===== config.mk =====
export PLATFORM = sky130hd
export DESIGN_NAME = mem_arbiter
export DESIGN_NICKNAME = d
export VERILOG_FILES = /design/src/rtl/mem_arb_pkg.sv /design/src/rtl/mem_arb_watchdog.sv /design/src/rtl/mem_arbiter.sv
export SDC_FILE = /design/constraint.sdc
export NUM_CORES = 1
export LEC_CHECK = 0
export CORE_MARGIN = 1
export CORE_UTILIZATION = 45
export DETAILED_ROUTE_END_ITERATION = 12
export PLACE_DENSITY = 0.86
export RECOVER_POWER = 100
export SLEW_MARGIN = 15
export SYNTH_ARGS = -nofsm -noshare
export SYNTH_HDL_FRONTEND = slang
export SYNTH_SLANG_ARGS = --single-unit
export TNS_END_PERCENT = 20

===== constraint.sdc =====
create_clock -name clk -period 2.77 [get_ports clk]
set_input_delay 0.554 -clock clk [delete_from_list [all_inputs] [get_ports clk]]
set_output_delay 0.554 -clock clk [all_outputs]
set_load 0.1 [all_outputs]

===== src/rtl/mem_arb_pkg.sv =====
// Shared types for the unified-memory arbiter: FSM states, access owner and
// the byte-strobe width rule.
package mem_arb_pkg;

    typedef enum logic [1:0] {IDLE, BUS, RESP} state_t;
    typedef enum logic {OWN_IF, OWN_MEM} owner_t;

    localparam int BYTE_BITS      = 8;
    localparam int DATA_WIDTH_DEF = 32;
    localparam int STRB_WIDTH_DEF = DATA_WIDTH_DEF / BYTE_BITS;

    function automatic int strb_width(input int data_width);
        return data_width / BYTE_BITS;
    endfunction

endpackage


===== src/rtl/mem_arb_watchdog.sv =====
// Bus watchdog: saturating cycle counter, cleared outside the bus phase,
// flagging expiry once it has counted LIMIT-1 cycles.
module mem_arb_watchdog #(
    parameter int LIMIT = 64
) (
    input  logic clk,
    input  logic rst,
    input  logic i_clear,
    input  logic i_en,
    output logic o_expired
);

    localparam int            CW   = (LIMIT > 1) ? $clog2(LIMIT) : 1;
    localparam logic [CW-1:0] LAST = CW'(LIMIT - 1);

    logic [CW-1:0] r_count;

    // NOTE: registers use non-blocking assignments so every flop samples pre-edge values.
    always_ff @(posedge clk) begin
        if (!rst) begin
            r_count <= '0;
        end else if (i_clear) begin
            r_count <= '0;
        end else if (i_en && (r_count != LAST)) begin
            r_count <= r_count + CW'(1);
        end
    end

    assign o_expired = (r_count == LAST);

endmodule


===== src/rtl/mem_arbiter.sv =====
// Arbitrates one single-port memory between instruction fetch and load/store,
// one access at a time through IDLE -> BUS -> RESP.
module mem_arbiter
    import mem_arb_pkg::*;
#(
    parameter int  ADDR_WIDTH     = 32,
    parameter int  DATA_WIDTH     = DATA_WIDTH_DEF,
    parameter int  MAX_MEM_STREAK = 4,
    parameter int  TIMEOUT_CYCLES = 64,
    localparam int BE_WIDTH       = strb_width(DATA_WIDTH)
) (
    input  logic                  clk,
    input  logic                  rst,
    input  logic                  if_req,
    input  logic [ADDR_WIDTH-1:0] if_addr,
    input  logic                  if_flush,
    output logic [DATA_WIDTH-1:0] if_rdata,
    output logic                  if_done,
    output logic                  if_stall,
    input  logic                  mem_req,
    input  logic                  mem_we,
    input  logic [BE_WIDTH-1:0]   mem_be,
    input  logic [ADDR_WIDTH-1:0] mem_addr,
    input  logic [DATA_WIDTH-1:0] mem_wdata,
    output logic [DATA_WIDTH-1:0] mem_rdata,
    output logic                  mem_done,
    output logic                  mem_stall,
    output logic                  bus_req,
    output logic                  bus_we,
    output logic [BE_WIDTH-1:0]   bus_be,
    output logic [ADDR_WIDTH-1:0] bus_addr,
    output logic [DATA_WIDTH-1:0] bus_wdata,
    input  logic                  bus_ack,
    input  logic [DATA_WIDTH-1:0] bus_rdata,
    output logic                  timeout_err
);

    localparam int SW = $clog2(MAX_MEM_STREAK + 1);

    state_t                r_state;
    owner_t                r_owner;
    logic [SW-1:0]         r_streak;
    logic                  r_discard;
    logic                  r_bus_req;
    logic                  r_bus_we;
    logic [BE_WIDTH-1:0]   r_bus_be;
    logic [ADDR_WIDTH-1:0] r_bus_addr;
    logic [DATA_WIDTH-1:0] r_bus_wdata;
    logic [DATA_WIDTH-1:0] r_if_rdata;
    logic [DATA_WIDTH-1:0] r_mem_rdata;
    logic                  r_if_done;
    logic                  r_mem_done;
    logic                  r_timeout;

    logic w_streak_full;
    logic w_grant_if;
    logic w_grant_mem;
    logic w_wd_expired;
    logic w_if_drop;

    // MEM normally wins; a saturated streak hands the slot to a waiting IF.
    assign w_streak_full = (r_streak == SW'(MAX_MEM_STREAK));
    assign w_grant_if    = (r_state == IDLE) && if_req && !if_flush && (!mem_req || w_streak_full);
    assign w_grant_mem   = (r_state == IDLE) && mem_req && !w_grant_if;
    assign w_if_drop     = r_discard || if_flush;

    mem_arb_watchdog #(
        .LIMIT (TIMEOUT_CYCLES)
    ) u_watchdog (
        .clk       (clk),
        .rst       (rst),
        .i_clear   (r_state != BUS),
        .i_en      ((r_state == BUS) && !bus_ack),
        .o_expired (w_wd_expired)
    );

    always_ff @(posedge clk) begin
        if (!rst) begin
            r_state     <= IDLE;
            r_owner     <= OWN_IF;
            r_streak    <= '0;
            r_discard   <= 1'b0;
            r_bus_req   <= 1'b0;
            r_bus_we    <= 1'b0;
            r_bus_be    <= '0;
            r_bus_addr  <= '0;
            r_bus_wdata <= '0;
            r_if_rdata  <= '0;
            r_mem_rdata <= '0;
            r_if_done   <= 1'b0;
            r_mem_done  <= 1'b0;
            r_timeout   <= 1'b0;
        end else begin
            r_if_done  <= 1'b0;
            r_mem_done <= 1'b0;
            r_timeout  <= 1'b0;

            if (!if_req || w_grant_if) begin
                r_streak <= '0;
            end else if (w_grant_mem && !w_streak_full) begin
                r_streak <= r_streak + SW'(1);
            end

            case (r_state)
                IDLE: begin
                    r_discard <= 1'b0;
                    if (w_grant_if) begin
                        r_owner     <= OWN_IF;
                        r_bus_we    <= 1'b0;
                        r_bus_be    <= '1;
                        r_bus_addr  <= if_addr;
                        r_bus_wdata <= '0;
                        r_bus_req   <= 1'b1;
                        r_state     <= BUS;
                    end else if (w_grant_mem) begin
                        r_owner     <= OWN_MEM;
                        r_bus_we    <= mem_we;
                        r_bus_be    <= mem_be;
                        r_bus_addr  <= mem_addr;
                        r_bus_wdata <= mem_wdata;
                        r_bus_req   <= 1'b1;
                        r_state     <= BUS;
                    end
                end
                BUS: begin
                    if ((r_owner == OWN_IF) && if_flush) begin
                        r_discard <= 1'b1;
                    end
                    // An ack in the expiry cycle still wins over the watchdog.
                    if (bus_ack || w_wd_expired) begin
                        r_bus_req <= 1'b0;
                        r_timeout <= !bus_ack;
                        r_state   <= RESP;
                        if (r_owner == OWN_IF) begin
                            r_if_rdata <= bus_ack ? bus_rdata : '0;
                            r_if_done  <= !w_if_drop;
                        end else begin
                            r_mem_rdata <= bus_ack ? bus_rdata : '0;
                            r_mem_done  <= 1'b1;
                        end
                    end
                end
                RESP: begin
                    r_discard <= 1'b0;
                    r_state   <= IDLE;
                end
                default: begin
                    r_state <= IDLE;
                end
            endcase
        end
    end

    assign bus_req     = r_bus_req;
    assign bus_we      = r_bus_we;
    assign bus_be      = r_bus_be;
    assign bus_addr    = r_bus_addr;
    assign bus_wdata   = r_bus_wdata;
    assign if_rdata    = r_if_rdata;
    assign mem_rdata   = r_mem_rdata;
    assign if_done     = r_if_done;
    assign mem_done    = r_mem_done;
    assign timeout_err = r_timeout;
    assign if_stall    = if_req & ~r_if_done;
    assign mem_stall   = mem_req & ~r_mem_done;

endmodule


==> flow_results.org, run 1 <==
** Status
- Status :: finished, final reports clean

** STA
- Summed over all failing endpoints, the final setup total negative slack is 0 ns.
- For the finished layout, the period the worst path requires is between 2 and 2.5 ns.
- The final-report hold violation count came to 0.
- For the pin with the worst max-slew slack, the measured transition is about 1.3 ns.
- Final number of max-transition violations :: 0
- Static timing analysis puts the maximum clock frequency at approximately 0.43 GHz.
- Of the available clock period, the critical path in the final layout requires 0.841.
- Number of setup violations in the final report :: 0
- Fin worst setup slack :: ~0.44 ns
- Setup repair after global routing left no endpoint under its margin.
- Clock skew on the completed layout was measured at 0.00581 ns.
- Measured against its own limit, the worst slew margin works out to 0.151.

** Synthesis
- The average instance in the mapped netlist occupies just under 9 sq um.
- Cell count after synthesis :: between 600 and 700
- Of the total synthesized cell area, the portion taken by XOR and XNOR cells is 0.00292.
- During synthesis, Yosys emitted a total of 0 warnings.
- Mapped Nets :: about 820
- Yosys attributes the largest share of cell area to sky130_fd_sc_hd__dfxtp_1, sky130_fd_sc_hd__o21ai_0, sky130_fd_sc_hd__a21boi_0.
- Synth area leader :: sky130_fd_sc_hd__dfxtp_1
- Seq/Total Area, Yosys :: 0.501
- Distinct cell type count of the synthesized netlist :: roughly 40
- Synth Cell Area :: roughly 0.006 sq mm
- Of the total synthesized cell area, the portion taken by AND, OR, NAND and NOR gates is 0.166.
- The area fraction in compound gates after synthesis came to 0.269.
- Combinational family with the most area after synthesis :: compound AO/OA/AOI/OAI gates
- Synthesized-area fraction occupied by adder cells :: 0.00626
- The portion of synthesized area spent on multiplexers is 0.00501.
- The share of synthesized area in the top cell type comes to 0.501.
- Counting flops and latches in the post-synthesis netlist gives 150.

** GRT
- Final global-route overflow total :: 0
- Pin count of the biggest net entering global routing :: 92
- The first global-routing pass estimated a little under 30 mm of wire.
- Global-route usage over all layers :: 0.265
- Number of global-route vias before repair :: between 5000 and 6000
- The initial antenna violation count came to 0.

** Power and ir drop
- Of the total power, registers draw 0.358.
- Leakage power summed over all cells :: between 3 and 4 nW
- P_int :: 0.00434 W
- Share of total power consumed by net switching :: 0.342
- The worst-case IR drop observed on VDD is around 0.42 mV.
- Cell area power density :: about 770 mW/mm^2
- Power Total :: between 0.006 and 0.007 W
- The share of total power dissipated in combinational logic is 0.258.
- Of the total power, the clock network draws 0.384.
- Switching power total :: approximately 0.0023 W

** Worst setup path
- Walking the worst path, the cells encountered are dlygate4sd3_1 -> nor2b_1 -> clkbuf_2.
- The critical path is of the in -> out type.
- For this run, the slowest stage of the critical path takes between 0.5 and 0.6 ns.
- For the worst setup path, the data required time is 2.22 ns.
- Path length in cells of the critical path :: 3
- For the worst flop-to-flop path, the logic depth is 6.
- Critical-path top delay cell :: sky130_fd_sc_hd__dlygate4sd3_1
- Kind of cell with the highest combined delay on the critical path :: buffers and inverters
- Startpoint type of the worst setup path :: input port
- R2R Setup Slk :: 0.72 ns
- STA classifies the critical path endpoint as an output pin.
- Together, buffers and inverters on the worst path number 2.
- For the worst setup path, the data arrival time is approximately 1.8 ns.
- Highest net fanout along the worst path :: 4

** Floorplanning
- The die is around 120 microns wide.
- During I/O placement, the number of pins put on the boundary was ~280.
- For this configuration, the core starts out at a cell density of 0.468.
- The floorplan has slightly above 40 rows.
- Area of the core :: between 0.01 and 0.015 sq mm
- Total die area :: between 0.01 and 0.015 sq mm
- The floorplan step set the die height to about 120 microns.

** Min path
- The worst hold path belongs to the class reg -> reg.
- Counting instances, the worst hold path has a depth of 1.

** Route
- Drc violations :: 0
- In the routed layout, each cell is associated on average with a via count of 5.34.
- Total iterations of the first detailed-routing run :: 5
- Dividing the detail-routed wire length by the instance count gives 16.1 microns.
- DRT Wirelength :: 17.9 mm
- Final ANT Viol Nets :: 0
- Initial detailed-routing violation count :: 506
- Total via count in the routed design :: between 5000 and 6000

** Clocking
- Clock insertion delay at the later pin of the skew report :: 0.42 ns
- Clock-pin slew was measured on the worst setup and hold paths at 0.06 ns.
- The tree is rooted in a sky130_fd_sc_hd__clkbuf_16.
- Counting every sink on the clock net gives 150.
- TritonCTS built the clock tree.
- Hold buffers post-CTS :: 0
- Once the clock tree was built, the resizer swapped 0 gates to a different size.
- Post CTS Setup Buffer Count :: 0
- Buffers inserted during clock tree synthesis total 17.
- The clock tree synthesis step divided the H-tree into 4 levels.
- The longest clock path from root to sink contains 2 buffers.

** Cells and area
- Fraction of final layout cells sized beyond drive strength 1 :: 0.0619
- The net count of the finished layout is about 1100.
- After the flow finishes, the layout carries non-filler instances totaling 1109.
- Post-layout util :: 0.672
- Antenna fix cells :: 0
- Counting the fill cells in the layout gives 1169.
- Area growth from synthesis to layout :: 43.8%

** Place
- Count of buffers inserted at the top-level ports :: ~280
- GPL Wtd Cong :: approximately 0.80
- Worst setup slack before clock tree synthesis :: a little under 0.5 ns
- After legalization and detailed placement, the total HPWL measured ~12 mm.
- Placed cells :: between 1000 and 1500

** Job
- The tool flagged a number of max-cap violations equal to 0.
[cells in the mapped netlist]
cell	count
sky130_fd_sc_hd__nand4b_1	1
sky130_fd_sc_hd__and3_1	1
sky130_fd_sc_hd__nor3_1	3
sky130_fd_sc_hd__xnor2_1	2
sky130_fd_sc_hd__a21oi_1	2
sky130_fd_sc_hd__buf_4	3
sky130_fd_sc_hd__and2_1	4
sky130_fd_sc_hd__a22o_1	1
sky130_fd_sc_hd__nand3b_1	1
sky130_fd_sc_hd__o21ai_1	4
sky130_fd_sc_hd__and2b_1	1
sky130_fd_sc_hd__buf_2	11
sky130_fd_sc_hd__clkbuf_1	46
sky130_fd_sc_hd__a22oi_1	33
sky130_fd_sc_hd__nor4b_2	1
sky130_fd_sc_hd__a211oi_2	1
sky130_fd_sc_hd__o221a_2	4
sky130_fd_sc_hd__nand3_1	67
sky130_fd_sc_hd__a41oi_2	1
sky130_fd_sc_hd__a211o_1	1
sky130_fd_sc_hd__o31ai_1	1
sky130_fd_sc_hd__a21boi_1	9
sky130_fd_sc_hd__nand2_1	69
sky130_fd_sc_hd__nor2b_1	36
sky130_fd_sc_hd__a311oi_4	1
sky130_fd_sc_hd__o21ai_0	95
sky130_fd_sc_hd__nand2b_1	4
sky130_fd_sc_hd__dfxtp_1	150
sky130_fd_sc_hd__a21oi_2	1
sky130_fd_sc_hd__mux2i_1	3
sky130_fd_sc_hd__buf_6	3
sky130_fd_sc_hd__inv_1	4
sky130_fd_sc_hd__o211a_1	1
sky130_fd_sc_hd__a31oi_1	34
sky130_fd_sc_hd__ha_1	3
sky130_fd_sc_hd__a211oi_1	1
sky130_fd_sc_hd__nor2_1	14
sky130_fd_sc_hd__a21boi_0	56
sky130_fd_sc_hd__or2_4	1
sky130_fd_sc_hd__o211ai_1	1
sky130_fd_sc_hd__nand4_1	1
[through the flow]
stage	instance area (sq um)	hold WS (ns)
6_report	8620	0.429
5_1_grt	8620	0.435
4_1_cts	9200	0.426
3_5_place_dp	8540	0.434
3_3_place_gp	8540	0.426
2_1_floorplan	6000	0.413
[final timing paths]
check,from,end
max,if_req,if_stall
min,r_discard$_SDFFE_PN0P_,if_done$_SDFF_PP0_
max reg2reg,u_watchdog.r_count[0]$_SDFFE_PP0P_,mem_rdata[9]$_SDFFE_PN0P_
min reg2reg,r_discard$_SDFFE_PN0P_,if_done$_SDFF_PP0_
[worst reg2reg max path: stages, from the launching register on]
cell and delay, ns:
sky130_fd_sc_hd__dfxtp_1 0.33, sky130_fd_sc_hd__ha_1 0.20, sky130_fd_sc_hd__and2_0 0.20, sky130_fd_sc_hd__a41oi_1 0.50, sky130_fd_sc_hd__buf_12 0.32, sky130_fd_sc_hd__o21ai_0 0.18, sky130_fd_sc_hd__a21boi_0 0.24
[cell usage in the layout, fill, tap and decap left out, types with 2 or more instances in the layout]
cell type	n
sky130_fd_sc_hd__and2_1	2
sky130_fd_sc_hd__mux2i_1	3
sky130_fd_sc_hd__buf_4	10
sky130_fd_sc_hd__and2_0	2
sky130_fd_sc_hd__inv_1	4
sky130_fd_sc_hd__a21boi_1	3
sky130_fd_sc_hd__nor2b_1	36
sky130_fd_sc_hd__clkdlybuf4s50_1	135
sky130_fd_sc_hd__buf_12	2
sky130_fd_sc_hd__o21ai_0	98
sky130_fd_sc_hd__dfxtp_1	150
sky130_fd_sc_hd__nand2_1	69
sky130_fd_sc_hd__clkbuf_16	17
sky130_fd_sc_hd__clkbuf_8	7
sky130_fd_sc_hd__nor2_1	13
sky130_fd_sc_hd__nand2b_1	4
sky130_fd_sc_hd__o221a_2	4
sky130_fd_sc_hd__nand3_1	67
sky130_fd_sc_hd__bufinv_16	4
sky130_fd_sc_hd__a31oi_1	34
sky130_fd_sc_hd__nor3_1	3
sky130_fd_sc_hd__clkbuf_1	140
sky130_fd_sc_hd__clkbuf_2	4
sky130_fd_sc_hd__a22oi_1	33
sky130_fd_sc_hd__clkinv_2	2
sky130_fd_sc_hd__ha_1	3
sky130_fd_sc_hd__xnor2_1	2
sky130_fd_sc_hd__a21oi_1	2
sky130_fd_sc_hd__a21boi_0	62
[area by class of cell]
type / count / area [sq um] / area share
Tap cell: 172 / 215 / 0.0250
Clock buffer: 25 / 526 / 0.0609
Inverter: 4 / 15.0 / 0.00174
Multi-Input combinational cell: 459 / 2700 / 0.313
Sequential cell: 150 / 3000 / 0.348
Clock inverter: 7 / 138 / 0.0160
Timing Repair Buffer: 292 / 2020 / 0.235
[flip-flops by register name, summed over array words and instances (netlist names), 2 cells and up]
register            cells
r_streak                3
bus_be                  4
r_state                 2
u_watchdog.r_count      6
mem_rdata              32
bus_addr               32
if_rdata               32
bus_wdata              32
[power by group through the flow]
stage	Sequential (W)	Clock, W	Combinational, W
3_5_place_dp	0.00241	0	0.00183
6_report	0.00237	0.00254	0.00171
3_3_place_gp	0.00241	0	0.00182
5_1_grt	0.00238	0.00267	0.00179
2_1_floorplan	0.00332	0	0.000387
4_1_cts	0.00237	0.00258	0.00183
[metal layers]
metal	vias up	wire length [microns]	global-route usage
li1	2903	-	-
met1	2739	7350	0.314
met2	242	8720	0.445
met3	33	1280	0.0691
met4	0	510	0.124
met5	-	0	0
[kinds of logic (layout without fill, tap and decap cells)]
| group | count (synthesis) | after routing |
|---|---|---|
| AO/OA/AOI/OAI | 247 | 247 |
| XOR/XNOR | 2 | 2 |
| adder cells (fa/ha/maj) | 3 | 3 |
| buffers and inverters | 67 | 328 |
| flip-flops | 150 | 150 |
| multiplexers | 3 | 3 |
| AND/OR/NAND/NOR | 204 | 204 |
Power figures use the tool's default switching activity.
==> run 2: changes to the inputs <==
- CORE_UTILIZATION: 45 -> 37
- PLACE_DENSITY: 0.86 -> 0.76
- clock period: 2.77 -> 1.9 ns (I/O delays scaled with it)
==> run 2 against run 1 <==
- critical path depth is 1 higher
- largest cell class unchanged
- critical endpoint is now mem_stall
- total power is 47% higher
- final area is 4.6% higher
- highest routed layer unchanged
- utilization is 10 points lower
- count of clock-buffer cells in the layout is 6 lower
==> flow_results.org, run 2 (same netlist as run 1, synthesis figures left out) <==
** Route
- Once detail routing completed, the nets flagged for antenna violations numbered 0.
- DRT Wirelength :: 17.8 mm
- For this block, the via count after detailed routing is just under 6000.
- Per-cell routed wire length :: approximately 15 microns
- Total iterations of the first detailed-routing run :: 5
- After detailed routing, the number of remaining DRC violations is 0.
- Dividing the detail-routed via count by the number of cells gives about 5.
- Initial detailed-routing violation count :: between 300 and 400

** Cells and area
- For this run, the share of the core covered by cells in the final layout is 0.570.
- Net count reported at finish :: 1072
- Leaving out fill and tap cells, the most frequent cell in the layout is sky130_fd_sc_hd__dfxtp_1.
- Commonest cells after routing, fill and taps aside :: sky130_fd_sc_hd__dfxtp_1, sky130_fd_sc_hd__clkbuf_2, sky130_fd_sc_hd__clkdlybuf4s50_1, sky130_fd_sc_hd__o21ai_0, sky130_fd_sc_hd__nand2_1
- Antenna fix cells :: 0
- Area growth from synthesis to layout :: 50.4%
- Fraction of final layout cells sized beyond drive strength 1 :: 0.217

** GRT
- The initial antenna violation count was 0.
- Number of global-route vias before repair :: 5609
- Global-route usage over all layers :: 0.211
- Entering global routing, the biggest net connects 71 pins.
- Global-route wire length before repair :: 27.7 mm
- Global routing finished with a remaining overflow of 0.

** Power and ir drop
- Power Total :: approximately 0.0097 W
- Of the total power, the share spent switching nets is 0.348.
- Sequential share of power :: 0.356
- Dividing total power by cell area gives a power density of 1070 mW/mm^2.
- The share of total power dissipated in combinational logic is 0.267.
- P_int :: 0.00632 W
- Worst voltage drop across the vdd grid :: slightly above 0.6 mV
- Clock network fraction of total power :: 0.376
- Leakage power summed over all cells :: between 3 and 4 nW
- Switching power total :: ~0.0034 W

** Clocking
- The clock net in this run drives a total of 150 sinks.
- Clock root buffer :: sky130_fd_sc_hd__clkbuf_16
- The H-tree was split into 4 levels.
- Post CTS Setup Buffer Count :: 0
- Clock tree from TritonCTS :: built
- Once the clock tree was built, the resizer swapped 0 gates to a different size.
- CTS clk-pin slew, worst paths :: about 0.06 ns
- In this run the deepest clock path goes through 2 buffers.
- Clock latency on the worst-skew pair, taken at its later pin, is 0.41 ns.
- Counting the buffers created by CTS gives 17.
- For this design, the CTS-stage hold fixing added 0 buffers.

** STA
- In this run the tightest slew margin relative to its limit is 0.617.
- Of the available clock period, the critical path in the final layout requires 0.960.
- Hold is met by roughly 0.4 ns.
- Based on the critical path, the design can be clocked at up to 0.548 GHz.
- Final number of max-transition violations :: 0
- Setup repair after global routing left no endpoint under its margin.
- The worst path needs 1.82 ns of the cycle, external delays included.
- For the pin with the worst max-slew slack, the measured transition is approximately 0.58 ns.
- Setup violations remaining at the end of the flow were counted as 0.
- Setup clock skew after layout :: ~0.006 ns
- Setup TNS Final :: 0 ns
- The final-report hold violation count was 0.

** Worst setup path
- Kind of cell with the highest combined delay on the critical path :: buffers and inverters
- Highest net fanout along the worst path :: 3
- CP peak stage delay :: 0.51 ns
- Together, buffers and inverters on the worst path number 3.
- The critical path is of the in -> out type.
- Startpoint type of the worst setup path :: input port
- List of cells traversed by the critical path :: clkdlybuf4s50_1 -> inv_1 -> nor2_1 -> buf_12
- Data on the critical path is required at its endpoint by ~1.5 ns.
- Sort of element at the end of the critical path :: output pin
- For the worst setup path, the data arrival time is 1.44 ns.
- Critical-path top delay cell :: sky130_fd_sc_hd__clkdlybuf4s50_1

** Place
- Input and output buffers added on the ports amount to around 280.
- GPL Wtd Cong :: roughly 0.8
- Placed wire-length estimate :: 12.1 mm

** Job
- Number of max-capacitance violations reported :: 0

** Floorplanning
- Starting utilization of the core area :: 0.379
- Die Width :: about 130 microns
- In this run the count of I/O pins placed on the die edge is 278.
- The die is about 130 microns tall.
- Total die area :: 0.0167 sq mm
- Area of the core :: 0.0158 sq mm
- Standard-cell rows :: 46

** Min path
- Hold Crit Class :: in -> reg

** Status
- Status :: finished, final reports clean
[run 2: power by group through the flow]
stage                     registers (W)  logic, W  clock network [W]
final                           0.00345   0.00259            0.00364
after global routing            0.00347   0.00272            0.00385
after CTS                       0.00346   0.00274            0.00373
after detailed placement        0.00352   0.00274                  0
after global placement          0.00352   0.00273                  0
after floorplan                 0.00484  0.000565                  0
[run 2: per-layer routing]
layer / routed length, microns / up-vias / GRT usage
met1: 7350 / 2779 / 0.251
met5: 0 / - / 0
met4: 405 / 0 / 0.0976
li1: - / 2921 / -
met2: 8770 / 210 / 0.347
met3: 1320 / 27 / 0.0644
[run 2: final cells by class]
| type | instances | area [sq um] |
|---|---|---|
| fill | 1543 | 6810 |
| sequential | 150 | 3000 |
| multi-input combinational | 459 | 2740 |
| timing repair buffer | 298 | 2360 |
| clock buffer | 19 | 433 |
| tap | 216 | 270 |
| clock inverter | 13 | 203 |
| inverter | 4 | 15.0 |
[run 2: worst reg2reg max path, delay by kind of cell, from the launching register on]
family / cells / cell delay (ns)
AO/OA/AOI/OAI: 3 / 0.61
adder cells (fa/ha/maj): 1 / 0.21
AND/OR/NAND/NOR: 1 / 0.22
buffers and inverters: 1 / 0.28
flip-flops: 1 / 0.33
[run 2: metrics by stage]
stage          setup WS (ns)  cells  cell area [sq um]
2_1_floorplan        -0.0606    676               6010
3_3_place_gp         -0.0700   1127               8810
3_5_place_dp          -0.115   1127               8810
4_1_cts                0.113   1159               9450
5_1_grt              0.00338   1159               9020
6_report              0.0759   1159               9020
[run 2: final timing paths]
check	end	cells after the start	slack, ns	start
min	u_watchdog.r_count[2]$_SDFFE_PP0P_	3	0.40	bus_ack
max	mem_stall	4	0.08	mem_req
max reg2reg	mem_rdata[17]$_SDFFE_PN0P_	6	0.16	u_watchdog.r_count[0]$_SDFFE_PP0P_
min reg2reg	if_done$_SDFF_PP0_	1	0.45	r_discard$_SDFFE_PN0P_
==> run 3: changes to the inputs <==
- ABC_CLOCK_PERIOD_IN_PS: default -> 1900
- PLACE_DENSITY: 0.76 -> 0.82
==> run 3 against run 2 <==
- via count barely moved
- final cell count is 0.43% higher
- sequential power is essentially flat
- worst setup slack better by 0.0066 ns
- critical path type unchanged
- critical endpoint unchanged
- largest cell class unchanged
- largest power group unchanged
==> flow_results.org, run 3 (same netlist as run 1, synthesis figures left out) <==
** Status
- The run finished with clean final reports.

** Worst setup path
- Along the worst path, the maximum fanout reaches 4.
- Sort of element at the end of the critical path :: output pin
- STA classifies the critical path startpoint as an input port.
- R2R Setup Slk :: around 0.20 ns
- On the worst path, the slowest cell contributes a delay of between 0.5 and 0.6 ns.
- Critical path start-end classification :: in -> out
- STA puts the critical path data required time at around 1.5 ns.
- On the critical path, the stage with the largest delay is an instance of sky130_fd_sc_hd__clkdlybuf4s50_1.
- Data arrival time of the critical path :: 1.44 ns
- List of cells traversed by the critical path :: clkdlybuf4s50_1 -> inv_1 -> nor2_2 -> buf_12

** Place
- Count of buffers inserted at the top-level ports :: around 280
- Placed wire-length estimate :: between 10 and 15 mm
- The congestion estimate from routability-driven global placement came to ~0.77.
- Summing all placed instances gives a cell area of 0.00883 sq mm.
- Before CTS, the worst setup slack after placement is -0.138 ns.

** Clocking
- Hold buffers post-CTS :: 0
- TritonCTS built the clock tree.
- Clock root buffer :: sky130_fd_sc_hd__clkbuf_16
- The H-tree was split into 4 levels.
- Counting the buffers created by CTS gives 17.
- Clock sinks :: 150
- After clock tree synthesis, the clock-pin slew on the worst setup and hold paths is roughly 0.060 ns.
- Clock insertion delay at the later pin of the skew report :: 0.42 ns
- Clock Path Buffers :: 2

** Route
- The final route contains about 5900 vias.
- Routed signal wires occupy layers up through met4.
- Sum of met3 wire segment lengths after detailed routing :: 1.37 mm
- The first detailed-routing pass ran for 5 iterations.
- Per-cell routed wire length :: 15.4 microns
- Routed met2 length :: roughly 8.7 mm
- After detailed routing, the wire length on met1 is around 7.5 mm.
- In this run, the number of DRC markers left after iteration 0 of detailed routing was 316.
- DRT Wirelength :: roughly 18 mm
- Via-per-instance ratio :: between 5 and 6
- Drc violations :: 0
- Final ANT Viol Nets :: 0

** STA
- Setup repair after global routing left no endpoint under its margin.
- The final-report hold violation count was 0.
- Setup slack closes at between 0.08 and 0.09 ns.
- Max_slew headroom :: 0.580
- Peak Freq :: around 0.55 GHz
- Number of setup violations in the final report :: 0
- After layout, the minimum clock period comes to about 1.8 ns.
- At the pin with the least slew margin, the transition time is between 0.6 and 0.7 ns.
- The number of pins exceeding their max-slew limit in the final report came to 0.
- Summed over all failing endpoints, the final setup total negative slack is 0 ns.
- Setup clock skew after layout :: between 0.009 and 0.01 ns
- Final period util :: 0.957

** Cells and area
- Area growth from synthesis to layout :: 51.6%
- Final non-filler cell area :: approximately 0.009 sq mm
- After the last flow step, the layout net total stands at around 1100.
- Fill cells in the final layout number roughly 1500.
- 0 antenna diodes ended up in the layout.
- Fraction of final layout cells sized beyond drive strength 1 :: 0.219
- Commonest non-fill, non-tap cell in the layout :: sky130_fd_sc_hd__dfxtp_1
- Commonest cells after routing, fill and taps aside :: sky130_fd_sc_hd__dfxtp_1, sky130_fd_sc_hd__clkbuf_2, sky130_fd_sc_hd__clkdlybuf4s50_1, sky130_fd_sc_hd__o21ai_0, sky130_fd_sc_hd__nand2_1

** GRT
- The initial antenna violation count was 0.
- Pin count of the biggest net entering global routing :: 70
- Global-route usage over all layers :: 0.212
- The via count of the first global-routing pass is 5595.
- Final global-route overflow total :: 0
- Global-route wire length before repair :: 27.9 mm

** Floorplanning
- Starting utilization of the core area :: 0.379
- The die covers around 0.017 sq mm.
- I/O pin cnt :: about 280
- The die is approximately 130 microns wide.
- The die is between 100 and 150 microns tall.
- The core region is between 0.015 and 0.02 sq mm.
- In this run the core area contains 46 standard-cell rows.

** Power and ir drop
- Worst voltage drop across the vdd grid :: roughly 0.64 mV
- Switching power total :: around 0.0034 W
- Share of total power consumed by net switching :: 0.344
- The share of total power dissipated in the clock network is 0.390.
- For this design the static power due to leakage is approximately 3.6 nW.
- Internal power comes to between 0.006 and 0.007 W.
- Power Total :: 0.00993 W
- Sequential share of power :: 0.347
- Power spread over the standard cell area amounts to 1090 mW/mm^2.
- Logic pwr share :: 0.263

** Min path
- Hold Crit Class :: in -> reg

** Job
- Number of max-capacitance violations reported :: 0
run 3: cell types whose count changed in the layout (fill, tap and decap cells not counted), moves of 2 or more:
cell / change
sky130_fd_sc_hd__clkinv_2: -4
sky130_fd_sc_hd__clkbuf_1: +2
sky130_fd_sc_hd__a21boi_0: -2
sky130_fd_sc_hd__a21boi_1: +2
sky130_fd_sc_hd__buf_4: +2
sky130_fd_sc_hd__clkinvlp_4: +2
run 3: path summary, 6_finish.rpt:
| check | to | from | cells past startpoint |
|---|---|---|---|
| setup / recovery | mem_stall | mem_req | 4 |
| hold / removal | u_watchdog.r_count[2]$_SDFFE_PP0P_ | bus_ack | 3 |
| setup reg to reg | mem_rdata[6]$_SDFFE_PN0P_ | u_watchdog.r_count[0]$_SDFFE_PP0P_ | 6 |
| hold reg to reg | if_done$_SDFF_PP0_ | r_discard$_SDFFE_PN0P_ | 1 |
run 3: timing repair:
item / in CTS / in global routing
endpoints found under the setup margin: 0 / 5
buffers inserted: 0 / 0
resized for setup: 0 / 0
run 3: critical path, delay by kind of cell:
family        cells  cell delay [ns]
buf+inv           3             0.88
simple gates      1             0.18
run 3: power groups by stage:
stage,sequential [W],combinational (W),clock [W]
global placement,0.00352,0.00274,0
CTS,0.00346,0.00276,0.00393
floorplan,0.00484,0.000565,0
global route,0.00347,0.00273,0.00409
finish,0.00345,0.00261,0.00387
detailed placement,0.00352,0.00276,0
run 3: routing by layer:
metal	global-route usage	vias to the layer above
li1	-	2927
met4	0.0837	0
met2	0.357	239
met5	0	-
met3	0.0615	27
met1	0.254	2746
run 3: cell type report:
cell class	instances	area [sq um]	area share
Sequential cell	150	3000	0.330
Multi-Input combinational cell	459	2720	0.299
Timing Repair Buffer	303	2400	0.264
Clock buffer	18	439	0.0483
Tap cell	216	270	0.0297
Clock inverter	14	248	0.0273
Inverter	4	15.0	0.00165
run 3: through the flow:
step / hold slack, ns / util / std cells
global placement: 0.425 / 0.558 / 1131
CTS: 0.354 / 0.601 / 1163
detailed placement: 0.429 / 0.558 / 1131
floorplan: 0.413 / - / 676
global route: 0.379 / 0.574 / 1164
finish: 0.373 / 0.574 / 1164
